`config.mk`:
```
export PLATFORM = sky130hd
export DESIGN_NAME = red_pitaya_pll_drp
export DESIGN_NICKNAME = d
export VERILOG_FILES = /design/src/rtl/red_pitaya_pll_pkg.sv /design/src/rtl/red_pitaya_pll_lock_mon.sv /design/src/rtl/red_pitaya_pll_drp.sv
export SDC_FILE = /design/constraint.sdc
export NUM_CORES = 1
export LEC_CHECK = 0
export BUFFER_PORTS_ARGS = -buffer_cell sky130_fd_sc_hd__clkbuf_2
export CORE_UTILIZATION = 55
export CTS_BUF_LIST = sky130_fd_sc_hd__clkbuf_8
export CTS_CLUSTER_DIAMETER = 30
export DETAILED_ROUTE_END_ITERATION = 8
export PLACE_DENSITY = 0.93
export SLEW_MARGIN = 20
export SYNTH_ARGS = -nofsm -noshare
export SYNTH_HDL_FRONTEND = slang
export SYNTH_SLANG_ARGS = --single-unit
```
`constraint.sdc`:
```
create_clock -name clk -period 6.46 [get_ports clk]
set_input_delay 0.969 -clock clk [delete_from_list [all_inputs] [get_ports clk]]
set_output_delay 0.969 -clock clk [all_outputs]
set_load 0.05 [all_outputs]
```
`src/rtl/red_pitaya_pll_pkg.sv`:
```
// Shared types and DRP helpers for the PLLE2 runtime reconfiguration block.
// Holds the FSM encoding, DRP register map and the read-modify-write merges.
package red_pitaya_pll_pkg;

   typedef enum logic [3:0] {
      ST_IDLE,
      ST_HOLD,
      ST_RD,
      ST_RD_W,
      ST_WR,
      ST_WR_W,
      ST_RELEASE,
      ST_WAIT_LOCK,
      ST_DONE
   } state_e;

   typedef enum logic [1:0] {
      ERR_OK   = 2'd0,
      ERR_DRDY = 2'd1,
      ERR_LOCK = 2'd2,
      ERR_SEL  = 2'd3
   } err_e;

   typedef struct packed {
      logic [2:0] sel;
      logic [5:0] high;
      logic [5:0] low;
      logic [2:0] phmux;
      logic [5:0] delay;
      logic       edg;
      logic       nocnt;
   } cfg_t;

   localparam logic [6:0]  CLKOUT0_ADDR = 7'h08;
   localparam logic [6:0]  CLKFB_ADDR   = 7'h14;
   localparam logic [15:0] REG1_KEEP    = 16'h1000;
   localparam logic [15:0] REG2_KEEP    = 16'hFF00;

   // Register pairs start on even addresses, so reg2 is just bit 0.
   function automatic logic [6:0] drp_addr_f(
      input logic [2:0] sel,
      input logic       reg2,
      input logic       fb
   );
      logic [6:0] base;
      base = fb ? CLKFB_ADDR : CLKOUT0_ADDR + {3'd0, sel, 1'b0};
      return base | {6'd0, reg2};
   endfunction

   function automatic logic [15:0] reg1_f(
      input cfg_t        c,
      input logic [15:0] rd
   );
      logic [15:0] f;
      f = {c.phmux, 1'b0, c.high, c.low};
      return (rd & REG1_KEEP) | (f & ~REG1_KEEP);
   endfunction

   function automatic logic [15:0] reg2_f(
      input cfg_t        c,
      input logic [15:0] rd
   );
      logic [15:0] f;
      f = {8'd0, c.edg, c.nocnt, c.delay};
      return (rd & REG2_KEEP) | (f & ~REG2_KEEP);
   endfunction

endpackage

```
`src/rtl/red_pitaya_pll_lock_mon.sv`:
```
// PLL lock monitor: synchronises LOCKED, flags falling edges while not gated,
// and keeps a sticky flag plus a saturating loss counter.
module red_pitaya_pll_lock_mon #(
   parameter int LCNT_W = 8
) (
   input  logic              clk_i,
   input  logic              rst_i,
   input  logic              locked_i,
   input  logic              gate_i,
   input  logic              clr_i,
   output logic              locked_o,
   output logic              lost_o,
   output logic [LCNT_W-1:0] cnt_o
);

   logic [2:0]        sync_q;
   logic              lost_q, lost_d;
   logic [LCNT_W-1:0] cnt_q, cnt_d;
   logic              fall;

   assign fall     = sync_q[2] & ~sync_q[1];
   assign locked_o = sync_q[1];
   assign lost_o   = lost_q;
   assign cnt_o    = cnt_q;

   // A clear in the same cycle as a loss event drops the event.
   always_comb begin
      lost_d = lost_q;
      cnt_d  = cnt_q;
      if (clr_i) begin
         lost_d = 1'b0;
         cnt_d  = '0;
      end else if (fall && !gate_i) begin
         lost_d = 1'b1;
         if (cnt_q != '1) cnt_d = cnt_q + LCNT_W'(1);
      end
   end

   always_ff @(posedge clk_i or posedge rst_i) begin
      if (rst_i) begin
         sync_q <= '0;
         lost_q <= 1'b0;
         cnt_q  <= '0;
      end else begin
         sync_q <= {sync_q[1:0], locked_i};
         lost_q <= lost_d;
         cnt_q  <= cnt_d;
      end
   end

endmodule

```
`src/rtl/red_pitaya_pll_drp.sv`:
```
// PLLE2_ADV runtime reconfiguration: holds PLL in reset, read-modify-writes
// the two DRP clock registers of one output, releases and waits for lock.
module red_pitaya_pll_drp
   import red_pitaya_pll_pkg::*;
#(
   parameter int NUM_OUT      = 6,
   parameter int RST_HOLD     = 16,
   parameter int LOCK_TIMEOUT = 65536,
   parameter int DRDY_TIMEOUT = 64,
   parameter int LCNT_W       = 8
) (
   input  logic              clk,
   input  logic              rst,
   input  logic              cfg_valid,
   output logic              cfg_ready,
   input  logic [2:0]        cfg_sel,
   input  logic [5:0]        cfg_high,
   input  logic [5:0]        cfg_low,
   input  logic [2:0]        cfg_phmux,
   input  logic [5:0]        cfg_delay,
   input  logic              cfg_edge,
   input  logic              cfg_nocnt,
   output logic [6:0]        drp_addr,
   output logic [15:0]       drp_di,
   output logic              drp_en,
   output logic              drp_we,
   input  logic [15:0]       drp_do,
   input  logic              drp_rdy,
   input  logic              pll_locked,
   output logic              pll_rst,
   output logic              busy,
   output logic              done,
   output logic [1:0]        err,
   output logic              lock_lost,
   output logic [LCNT_W-1:0] lock_cnt,
   input  logic              mon_clr
);

   localparam int MAXT_A = (RST_HOLD > LOCK_TIMEOUT) ? RST_HOLD : LOCK_TIMEOUT;
   localparam int MAXT   = (MAXT_A > DRDY_TIMEOUT) ? MAXT_A : DRDY_TIMEOUT;
   localparam int CW     = $clog2(MAXT + 1);

   localparam logic [CW-1:0] HOLD_END = CW'(RST_HOLD - 1);
   localparam logic [CW-1:0] LOCK_END = CW'(LOCK_TIMEOUT - 1);
   localparam logic [CW-1:0] DRDY_END = CW'(DRDY_TIMEOUT - 1);
   localparam logic [2:0]    FB_SEL   = 3'(NUM_OUT);

   state_e        state_q, state_d;
   logic [CW-1:0] cnt_q, cnt_d;
   cfg_t          cfg_q, cfg_d;
   logic          reg2_q, reg2_d;
   err_e          err_q, err_d;
   logic [6:0]    addr_q, addr_d;
   logic [15:0]   di_q, di_d;
   logic          en_q, en_d;
   logic          we_q, we_d;
   logic          pll_rst_q, pll_rst_d;
   logic          busy_q, busy_d;
   logic          done_q, done_d;
   logic          locked_s;
   logic          is_fb;

   assign is_fb     = (cfg_q.sel == FB_SEL);
   assign cfg_ready = (state_q == ST_IDLE);
   assign drp_addr  = addr_q;
   assign drp_di    = di_q;
   assign drp_en    = en_q;
   assign drp_we    = we_q;
   assign pll_rst   = pll_rst_q;
   assign busy      = busy_q;
   assign done      = done_q;
   assign err       = err_q;

   always_comb begin
      state_d = state_q;
      cnt_d   = cnt_q + CW'(1);
      cfg_d   = cfg_q;
      reg2_d  = reg2_q;
      err_d   = err_q;
      addr_d  = addr_q;
      di_d    = di_q;
      unique case (state_q)
         ST_IDLE: begin
            cnt_d = '0;
            if (cfg_valid) begin
               cfg_d.sel   = cfg_sel;
               cfg_d.high  = cfg_high;
               cfg_d.low   = cfg_low;
               cfg_d.phmux = cfg_phmux;
               cfg_d.delay = cfg_delay;
               cfg_d.edg   = cfg_edge;
               cfg_d.nocnt = cfg_nocnt;
               reg2_d      = 1'b0;
               if (cfg_sel > FB_SEL) begin
                  err_d   = ERR_SEL;
                  state_d = ST_DONE;
               end else begin
                  err_d   = ERR_OK;
                  state_d = ST_HOLD;
               end
            end
         end
         ST_HOLD: begin
            if (cnt_q == HOLD_END) begin
               state_d = ST_RD;
               addr_d  = drp_addr_f(cfg_q.sel, reg2_q, is_fb);
            end
         end
         ST_RD: begin
            state_d = ST_RD_W;
            cnt_d   = '0;
         end
         ST_RD_W: begin
            if (drp_rdy) begin
               state_d = ST_WR;
               di_d    = reg2_q ? reg2_f(cfg_q, drp_do)
                                : reg1_f(cfg_q, drp_do);
            end else if (cnt_q == DRDY_END) begin
               err_d   = ERR_DRDY;
               state_d = ST_RELEASE;
               cnt_d   = '0;
            end
         end
         ST_WR: begin
            state_d = ST_WR_W;
            cnt_d   = '0;
         end
         ST_WR_W: begin
            if (drp_rdy) begin
               cnt_d = '0;
               if (reg2_q) begin
                  state_d = ST_RELEASE;
               end else begin
                  reg2_d  = 1'b1;
                  state_d = ST_RD;
                  addr_d  = drp_addr_f(cfg_q.sel, 1'b1, is_fb);
               end
            end else if (cnt_q == DRDY_END) begin
               err_d   = ERR_DRDY;
               state_d = ST_RELEASE;
               cnt_d   = '0;
            end
         end
         // The release cycle counts toward the lock timeout.
         ST_RELEASE: begin
            state_d = (err_q == ERR_DRDY) ? ST_DONE : ST_WAIT_LOCK;
         end
         ST_WAIT_LOCK: begin
            if (locked_s) begin
               state_d = ST_DONE;
            end else if (cnt_q == LOCK_END) begin
               err_d   = ERR_LOCK;
               state_d = ST_DONE;
            end
         end
         ST_DONE: state_d = ST_IDLE;
         default: state_d = ST_IDLE;
      endcase
   end

   always_comb begin
      en_d      = (state_d == ST_RD) || (state_d == ST_WR);
      we_d      = (state_d == ST_WR);
      busy_d    = (state_d != ST_IDLE);
      done_d    = (state_d == ST_DONE);
      pll_rst_d = state_d inside {ST_HOLD, ST_RD, ST_RD_W, ST_WR, ST_WR_W};
   end

   always_ff @(posedge clk or posedge rst) begin
      if (rst) begin
         state_q   <= ST_WAIT_LOCK;
         cnt_q     <= '0;
         cfg_q     <= '0;
         reg2_q    <= 1'b0;
         err_q     <= ERR_OK;
         addr_q    <= '0;
         di_q      <= '0;
         en_q      <= 1'b0;
         we_q      <= 1'b0;
         pll_rst_q <= 1'b1;
         busy_q    <= 1'b1;
         done_q    <= 1'b0;
      end else begin
         state_q   <= state_d;
         cnt_q     <= cnt_d;
         cfg_q     <= cfg_d;
         reg2_q    <= reg2_d;
         err_q     <= err_d;
         addr_q    <= addr_d;
         di_q      <= di_d;
         en_q      <= en_d;
         we_q      <= we_d;
         pll_rst_q <= pll_rst_d;
         busy_q    <= busy_d;
         done_q    <= done_d;
      end
   end

   red_pitaya_pll_lock_mon #(
      .LCNT_W(LCNT_W)
   ) u_lock_mon (
      .clk_i   (clk),
      .rst_i   (rst),
      .locked_i(pll_locked),
      .gate_i  (busy_q),
      .clr_i   (mon_clr),
      .locked_o(locked_s),
      .lost_o  (lock_lost),
      .cnt_o   (lock_cnt)
   );

endmodule
```
# Word-level counts from Yosys, hierarchy flattened
# Cells that the tools add are included.
classes:
  addsub: 3
  n_lt_le_gt_ge: 1
  n_eq_ne: 27
  mux: 36
  bitwise: 5
  reduce_logical: 19
op_table:
  columns: ["operator", "count"]
  rows:
  - ["$mux W17", 3]
  - ["$pmux W17 S3", 1]
  - ["$mux W4", 9]
  - ["$pmux W4 S8", 1]
  - ["$eq A4 B3 Y1 const B", 6]
  - ["$mux W8", 3]
  - ["$mux W7", 3]
  - ["$add A17 B1 Y17 const B", 1]
  - ["$eq A17 B16 Y1 const B", 1]
  - ["$eq A17 B4 Y1 const B", 1]
  - ["$eq A17 B6 Y1 const B", 1]
  - ["$eq A4 B2 Y1 const B", 4]
  - ["$mux W16", 1]
  - ["$or A13 B16 Y16", 1]
  - ["$or A16 B8 Y16", 1]
  - ["$ne A2 B2 Y1 const B", 7]
  - ["$pmux W7 S2", 1]
  - ["$mux W2", 6]
  - ["$add A8 B1 Y8 const B", 1]
  - ["$eq A4 B1 Y1 const B", 2]
  - ["$ne A8 B8 Y1 const B", 1]
  - ["$reduce_bool A2 Y1", 4]
  - ["$or A7 B1 Y7", 1]
  - ["$pmux W2 S3", 1]
  - ["other kinds (25)", 30]
totals:
  regBits: 90
  in_bits: 48
  output_inout_bits: 40
  wordCells: 112

# Logic depth before layout (Yosys ltp)
# Gate-level depths: netlist of run 1.
logic_depth:
  depth_word: 6
  mapped_depth: 12
  depth_no_buf: 12

# Modules after synthesis
# From an unflattened synthesis of run 1, not the netlist that was laid out.
hier_totals:
  cells_unflattened: 368
  area_unflattened_um2: 4106.4
by_module_without_submodules:
  columns: ["mod", "n_inst", "cells_per_inst", "area_per_inst_um2", "seq_area_each_um2"]
  rows:
  - ["red_pitaya_pll_drp", 1, 313, 3512.1, 1908.1]
  - ["red_pitaya_pll_lock_mon", 1, 55, 594.3, 300.3]

# Least setup slack after synthesis of run 1
# OpenSTA, ideal clock, no wires.
synth_path:
  path_kind: "register to register"
  from: "register cnt_q[0]"
  to: "register addr_q[1] (netlist: drp_addr[1])"
  setup_ps: 125
  arrival_time_ps: 2678
  required_time_ps: 6335
  setup_slack_ps: 3657
  path_stages_with_launch: 12
  n_path_buf: 0
  synth_period_minus_slack_ps: 2803
  cell_sequence: "dfrtp_1 ha_1 and3_1 nand3_2 nor2_1 and3_1 ha_1 nor2_1 a21oi_1 o41ai_1 o311ai_4 mux2_4"
synth_between:
  elab_chain_cells: 3
synth_lines:
  columns: ["element", "line_no", "text"]
  rows:
  - ["start, declared", "red_pitaya_pll_drp.sv:49", "logic [CW-1:0] cnt_q, cnt_d;"]
  - ["start signal, assigned", "red_pitaya_pll_drp.sv:185", "cnt_q <= cnt_d;"]
  - ["$eq A17 B4 Y1", "red_pitaya_pll_drp.sv:104", "if (cnt_q == HOLD_END) begin"]
  - ["$ne A2 B2 Y1 (no line)", null, null]
  - ["$reduce_and A4 Y1 (no line)", null, null]
  - ["end signal, assigned", "red_pitaya_pll_drp.sv:189", "addr_q <= addr_d;"]
  - ["end, declared", "red_pitaya_pll_drp.sv:53", "logic [6:0] addr_q, addr_d;"]
# No other way between the ends.
# A chain may end at the register's enable or synchronous reset.

# Worst setup path after layout of run 1
layout_path:
  from: "register cnt_q[0]"
  to: "register addr_q[2] (netlist: drp_addr[2])"
# The elaborated chain is that of the path after synthesis.

==> metrics.yaml, run 1 <==
dp_hpwl_mm: 5.495
wl_per_cell_um: 15.09
hold_viol: 0
final_common_cell: "dfrtp_1"
first_iter_violations: 125
cts_hold_buf: 0
drive_above_1_share: 0.3341
place_area_mm2: 0.004437
reg2reg_slack_ps: 3360
crit_fanout: 6
antennaDiodeCount: 0
criticalPathCategory: "reg -> reg"
rr_worst_depth: 11
worstPathCellList: "ha_1, and3_1, nand3_2, nor2_1, and3_1, ha_1, nor2_1, a21oi_1, o41ai_1, o311ai_4, mux2_4"
pre_cts_ws_ps: 3363
clk_path_buf_depth: 2
start_util: 0.5766
avgViaCountPerCell: 5.472
via_count: 2884
rsz0062_at_grt: "no"
clk_latency_ps: 360
yosysTopAreaCell: "dfrtp_1"
fin_nets: 477
cp_top_family: "simple AND/OR/NAND/NOR gates"
netlist_area_mm2: 0.003983
status: "finished, final reports clean"
slew_viol_final: 0
critical_path.startpoint_type: "register"
p_leak_nw: 2.202
avgSynthCellArea_um2: 11.41
fin_crit_ps: 3103
drc: 0
finalInstanceArea_mm2: 0.004636
wl_mm: 7.954
power.switching_mw: 0.8763
vdd_drop_max_mv: 0.1983
place_congestion: 0.8591
drt_pre_antenna_iters: 4
slowest_delay_ps: 530
worstHoldPathType: "reg -> reg"
cts_root_buf: "clkbuf_8"
seq_power_share: 0.422
yosysSeqAreaShare: 0.5545
pwr-share-comb: 0.400
fillCellCount: 503
synth_top_area_frac: 0.5215
clk_pin_slew_ps: 80
fin_skew_ps: 14.84
cap_violations: 0
slew_headroom: 0.3753
required_ps: 6710
grt_use_total: 0.2223
final_cell_mix: "dfrtp_1 (83), clkbuf_2 (77), nand2_1 (36), nor2_1 (34), mux2_2 (27)"
dieHeight_um: 87.10
cts_buffers: 9
grt_max_degree: 89
period_share: 0.4803
min_to: "u_lock_mon.sync_q[1]"
cp_num_buf_inv: 0
synth_cells: 349
antenna_found_initial: 0
route.antenna.remaining_nets: 0
cts_tree: "built"
fin_hold_ws_ps: 351.8
numPortBuffers: 77
r2r_start: "cnt_q[0]"
dp_cells: 511
yosysUniqueCellTypes: 50
synth_flop_cell: "dfrtp_1"
num_io_pins: 88
crit_path_end_kind: "register"
async_flop_share: 1.000
fp.dieW_um: 87.10
crit_slowest_cell: "o41ai_1"
ys_ff_latch: 88
cts_resized: 0
grt-ovfl-total: 0
setup_viol: 0
synth_area_leaders: "dfrtp_1 (52%), mux2_2 (7.6%), mux2i_1 (4.3%), nand2_1 (3.4%), dfstp_2 (3.3%)"
yosysWarnings: 0
switching_share: 0.4178
rows: 30
syn2layout_area_growth_pct: 16.40
synth_edf_count: 0
power.total_mw: 2.097
clock-sinks: 88
r2r-end: "drp_addr[2]"
grt_pass1_vias: 2843
core_mm2: 0.006907
htree_levels: 3
grt_pass1_wl_mm: 12.97
hp-start: "u_lock_mon.sync_q[0]"
worstPathArrival_ps: 3350
final_cells: 527
pwr-share-clk: 0.178
cellPowerDensity_mw_per_mm2: 452.4
holdPathStages: 0
cts_setup_buffers: 0
clock.fmax_ghz: 0.3223
internal_power_mw: 1.221
fin_ws_ps: 3357
worst_slew_pin_slew_ps: 937.0
die-area_mm2: 0.007586
utilization: 0.6712
finalSetupTns_ps: 0
## cells in the mapped netlist, types with 5 or more instances
cell,instances
dfstp_2,5
mux2_2,27
a21oi_1,6
mux2i_1,17
nand3_1,12
o21ai_0,21
buf_2,6
and3_1,8
nand2_1,36
dfrtp_1,83
inv_1,10
xnor2_1,8
nor2_1,34
xor2_1,11
## worst max path at each step
stage,startpoint,end,slack (ps),depth (start not counted)
floorplan,rst,cfg_q[0],3220,1
global placement,cnt_q[0],drp_addr[1],3430,11
detailed placement,cnt_q[0],drp_addr[1],3360,11
CTS,cnt_q[0],drp_addr[2],3350,11
global route,cnt_q[0],drp_addr[2],3110,11
finish,cnt_q[0],drp_addr[2],3360,11
## layout make-up
| cell class | count | area, µm² | area share |
|---|---|---|---|
| clock buffers | 9 | 123.9 | 0.02672 |
| inverters | 11 | 42.54 | 0.009177 |
| multi-input cells | 236 | 1658 | 0.3576 |
| repair buffers | 80 | 411.6 | 0.08880 |
| clock inverters | 7 | 71.32 | 0.01538 |
| well taps | 96 | 120.1 | 0.02591 |
| flip-flops and latches | 88 | 2208 | 0.4764 |
## flip-flops by register name, summed over array words and instances (netlist names)
name               cells
busy                   1
cfg_q                 26
cnt_q                 17
done                   1
drp_addr               5
drp_di                16
drp_en                 1
drp_we                 1
err                    2
pll_rst                1
reg2_q                 1
state_q                4
u_lock_mon.cnt_o       8
u_lock_mon.lost_o      1
u_lock_mon.sync_q      3
## power by group through the flow
stage,sequential [mW],combinational [mW],clock [mW]
after CTS,0.884,0.842,0.383
final,0.885,0.838,0.374
after global routing,0.912,0.899,0.405
after global placement,0.877,0.806,0
after detailed placement,0.895,0.832,0
after floorplan,1.12,0.422,0
## layer usage
layer	part of all wire	vias up	GRT usage
met3	0.044	23	0.04834
met2	0.50	84	0.3722
met5	0	-	0
li1	-	1363	-
met4	0.031	0	0.1118
met1	0.42	1414	0.2727
## cells by family after synthesis
kind of cell,count (synthesis),synth area share
mux,47,0.1304
compound gates,45,0.08420
xor+xnor,19,0.04178
other cells,1,0.0009416
flops,88,0.5545
fa+ha+maj,3,0.009426
simple gates,120,0.1486
buf+inv,26,0.03016
No activity file was read; power rests on OpenSTA's default activity.
==> run 2, diff against run 1 <==
Settings changed: CORE_UTILIZATION 55 to 51, PLACE_DENSITY 0.93 to 0.91.
Clock period 6.46 ns to 2.55 ns, I/O delays scaled along.
==> metrics.yaml, run 2 (same netlist as run 1, synthesis figures left out) <==
vdd_drop_max_mv: 0.7030  # +250%
power.switching_mw: 2.282  # +160%
critical_path.startpoint_type: "register"
place_area_mm2: 0.004604  # +3.8%
drc: 0  # unchanged
fin_crit_ps: 2537  # -566.4 ps
avgViaCountPerCell: 5.468  # about the same
clk_path_buf_depth: 2  # unchanged
slowest_delay_ps: 410  # -120 ps
worstPathCellList: "ha_4, and3_4, nand3_4, nor2_4, and3_4, ha_4, nor2_4, and3_1, o21ai_1, o2111a_2, o311ai_4, mux2_4"
wl_mm: 8.405  # +5.7%
switching_share: 0.4118  # -0.006066
grt_pass1_wl_mm: 14.11  # +8.8%
first_iter_violations: 125  # unchanged
slew_headroom: 0.5678  # +0.1925
clk_latency_ps: 360  # about the same
cp_top_family: "simple AND/OR/NAND/NOR gates"
worstHoldPathType: "in -> async"
crit_slowest_cell: "dfrtp_1"
cp_num_buf_inv: 0  # unchanged
cap_violations: 0  # unchanged
syn2layout_area_growth_pct: 22.34
crit_path_end_kind: "register"
route.antenna.remaining_nets: 0  # unchanged
fillCellCount: 569  # +13%
fin_skew_ps: 11.54  # -3.301 ps
cts_buffers: 9  # unchanged
crit_fanout: 4  # -2
fin_hold_ws_ps: 87.72  # -264.1 ps
cellPowerDensity_mw_per_mm2: 1138  # +150%
final_common_cell: "dfrtp_1"
slew_viol_final: 0  # unchanged
p_leak_nw: 2.296  # +4.3%
grt_use_total: 0.2190  # -0.003277
finalInstanceArea_mm2: 0.004872  # +5.1%
rsz0062_at_grt: "yes"
finalSetupTns_ps: 0  # unchanged
clock.fmax_ghz: 0.3942  # +22%
final_cell_mix: "dfrtp_1 (83), clkbuf_2 (77), nand2_1 (36), nor2_1 (32), mux2_2 (27)"
num_io_pins: 88  # unchanged
criticalPathCategory: "reg -> reg"
worst_slew_pin_slew_ps: 646.9  # -290.1 ps
largest-register: "cfg_q"
antennaDiodeCount: 0  # unchanged
setup_viol: 0  # unchanged
hold_viol: 0  # unchanged
grt_pass1_vias: 2990  # +5.2%
antenna_found_initial: 0  # unchanged
core_mm2: 0.007408  # +7.3%
clk_pin_slew_ps: 90  # about the same
place_congestion: 0.8769  # +2.1%
start_util: 0.5376  # -0.03905
dieHeight_um: 90.37  # +3.8%
grt_max_degree: 32  # -64%
multi_input_area_mm2: 0.001755  # +5.9%
status: "finished, final reports clean"
cts_tree: "built"
pwr-share-comb: 0.419  # +0.019
via_count: 2980  # +3.3%
numPortBuffers: 77  # unchanged
clock-sinks: 88  # unchanged
period_share: 0.9947  # +0.5144
drive_above_1_share: 0.3812  # +0.04706
required_ps: 2790  # -3920 ps
htree_levels: 3  # unchanged
fp.dieW_um: 90.37  # +3.8%
seq_power_share: 0.399  # -0.023
wl_per_cell_um: 15.42  # +2.2%
cts_root_buf: "clkbuf_8"
regArea_mm2: 0.002208  # unchanged
pre_cts_ws_ps: -51.97  # -3415 ps
die-area_mm2: 0.008167  # +7.7%
worstPathArrival_ps: 2780  # -570 ps
rows: 31  # +3.3%
pwr-share-clk: 0.182  # +0.004
fin_ws_ps: 13.42  # -3344 ps
drt_pre_antenna_iters: 5  # +1
largest_reg_flops: 26  # unchanged
fin_nets: 492  # +3.1%
dp_hpwl_mm: 6.055  # +10%
grt-ovfl-total: 0  # unchanged
internal_power_mw: 3.260  # +170%
utilization: 0.6577  # -0.01354
## run 2: cell types whose count changed in the layout (fill, tap and decap cells not counted), moves of 2 or more
cell | before | now
buf_4 | 2 | 17
and3_1 | 8 | 6
and3_4 | 0 | 2
clkbuf_8 | 9 | 11
ha_1 | 3 | 1
ha_4 | 0 | 2
nor2_1 | 34 | 32
nor2_4 | 0 | 2
## run 2: repair_timing
item | CTS | global route
hold buffers | 0 | 0
endpoints found under the setup margin | 5 | 8
resized for setup | 1 | 4
pin swaps | 1 | 4
hold endpoints to repair | 0 | 0
setup buffers | 2 | 3
## run 2: worst paths after layout
check | startpoint | endpoint | slack [ps] | cells after the start
worst max-delay path | cnt_q[0] | drp_addr[1] | 10 | 12
worst min-delay path | rst | cfg_q[19] | 90 | 2
worst max register to register | cnt_q[0] | drp_addr[1] | 10 | 12
worst min register to register | u_lock_mon.sync_q[0] | u_lock_mon.sync_q[1] | 360 | 0
max in group asynchronous | rst | state_q[1] | 1680 | 3
min in group clk | pll_locked | u_lock_mon.sync_q[0] | 130 | 1
## run 2: through the flow
step | total power [mW] | instances
global route | 5.838 | 545
CTS | 5.528 | 543
global placement | 4.359 | 525
floorplan | 3.922 | 350
finish | 5.542 | 545
detailed placement | 4.481 | 525
## run 2: layout make-up
type | count | area share
clock buffer | 11 | 0.03107
inverter | 11 | 0.009245
timing repair buffer | 95 | 0.1076
tap | 99 | 0.02542
sequential | 88 | 0.4533
clock inverter | 5 | 0.01310
multi-input combinational | 236 | 0.3603
## run 2: per-layer routing
| layer | GRT usage | up-vias | share of wire |
|---|---|---|---|
| met4 | 0.09946 | 0 | 0.017 |
| met2 | 0.3651 | 78 | 0.51 |
| met1 | 0.2840 | 1496 | 0.42 |
| met5 | 0 | - | 0 |
| li1 | - | 1392 | - |
| met3 | 0.03199 | 14 | 0.047 |
## run 2: power by group through the flow
stage          Combinational (mW)  Clock [mW]  Sequential (mW)
2_1_floorplan                1.09           0             2.83
3_3_place_gp                 2.18           0             2.18
3_5_place_dp                 2.25           0             2.23
4_1_cts                      2.29        1.03             2.21
5_1_grt                      2.48        1.09             2.27
6_report                     2.32        1.01             2.21
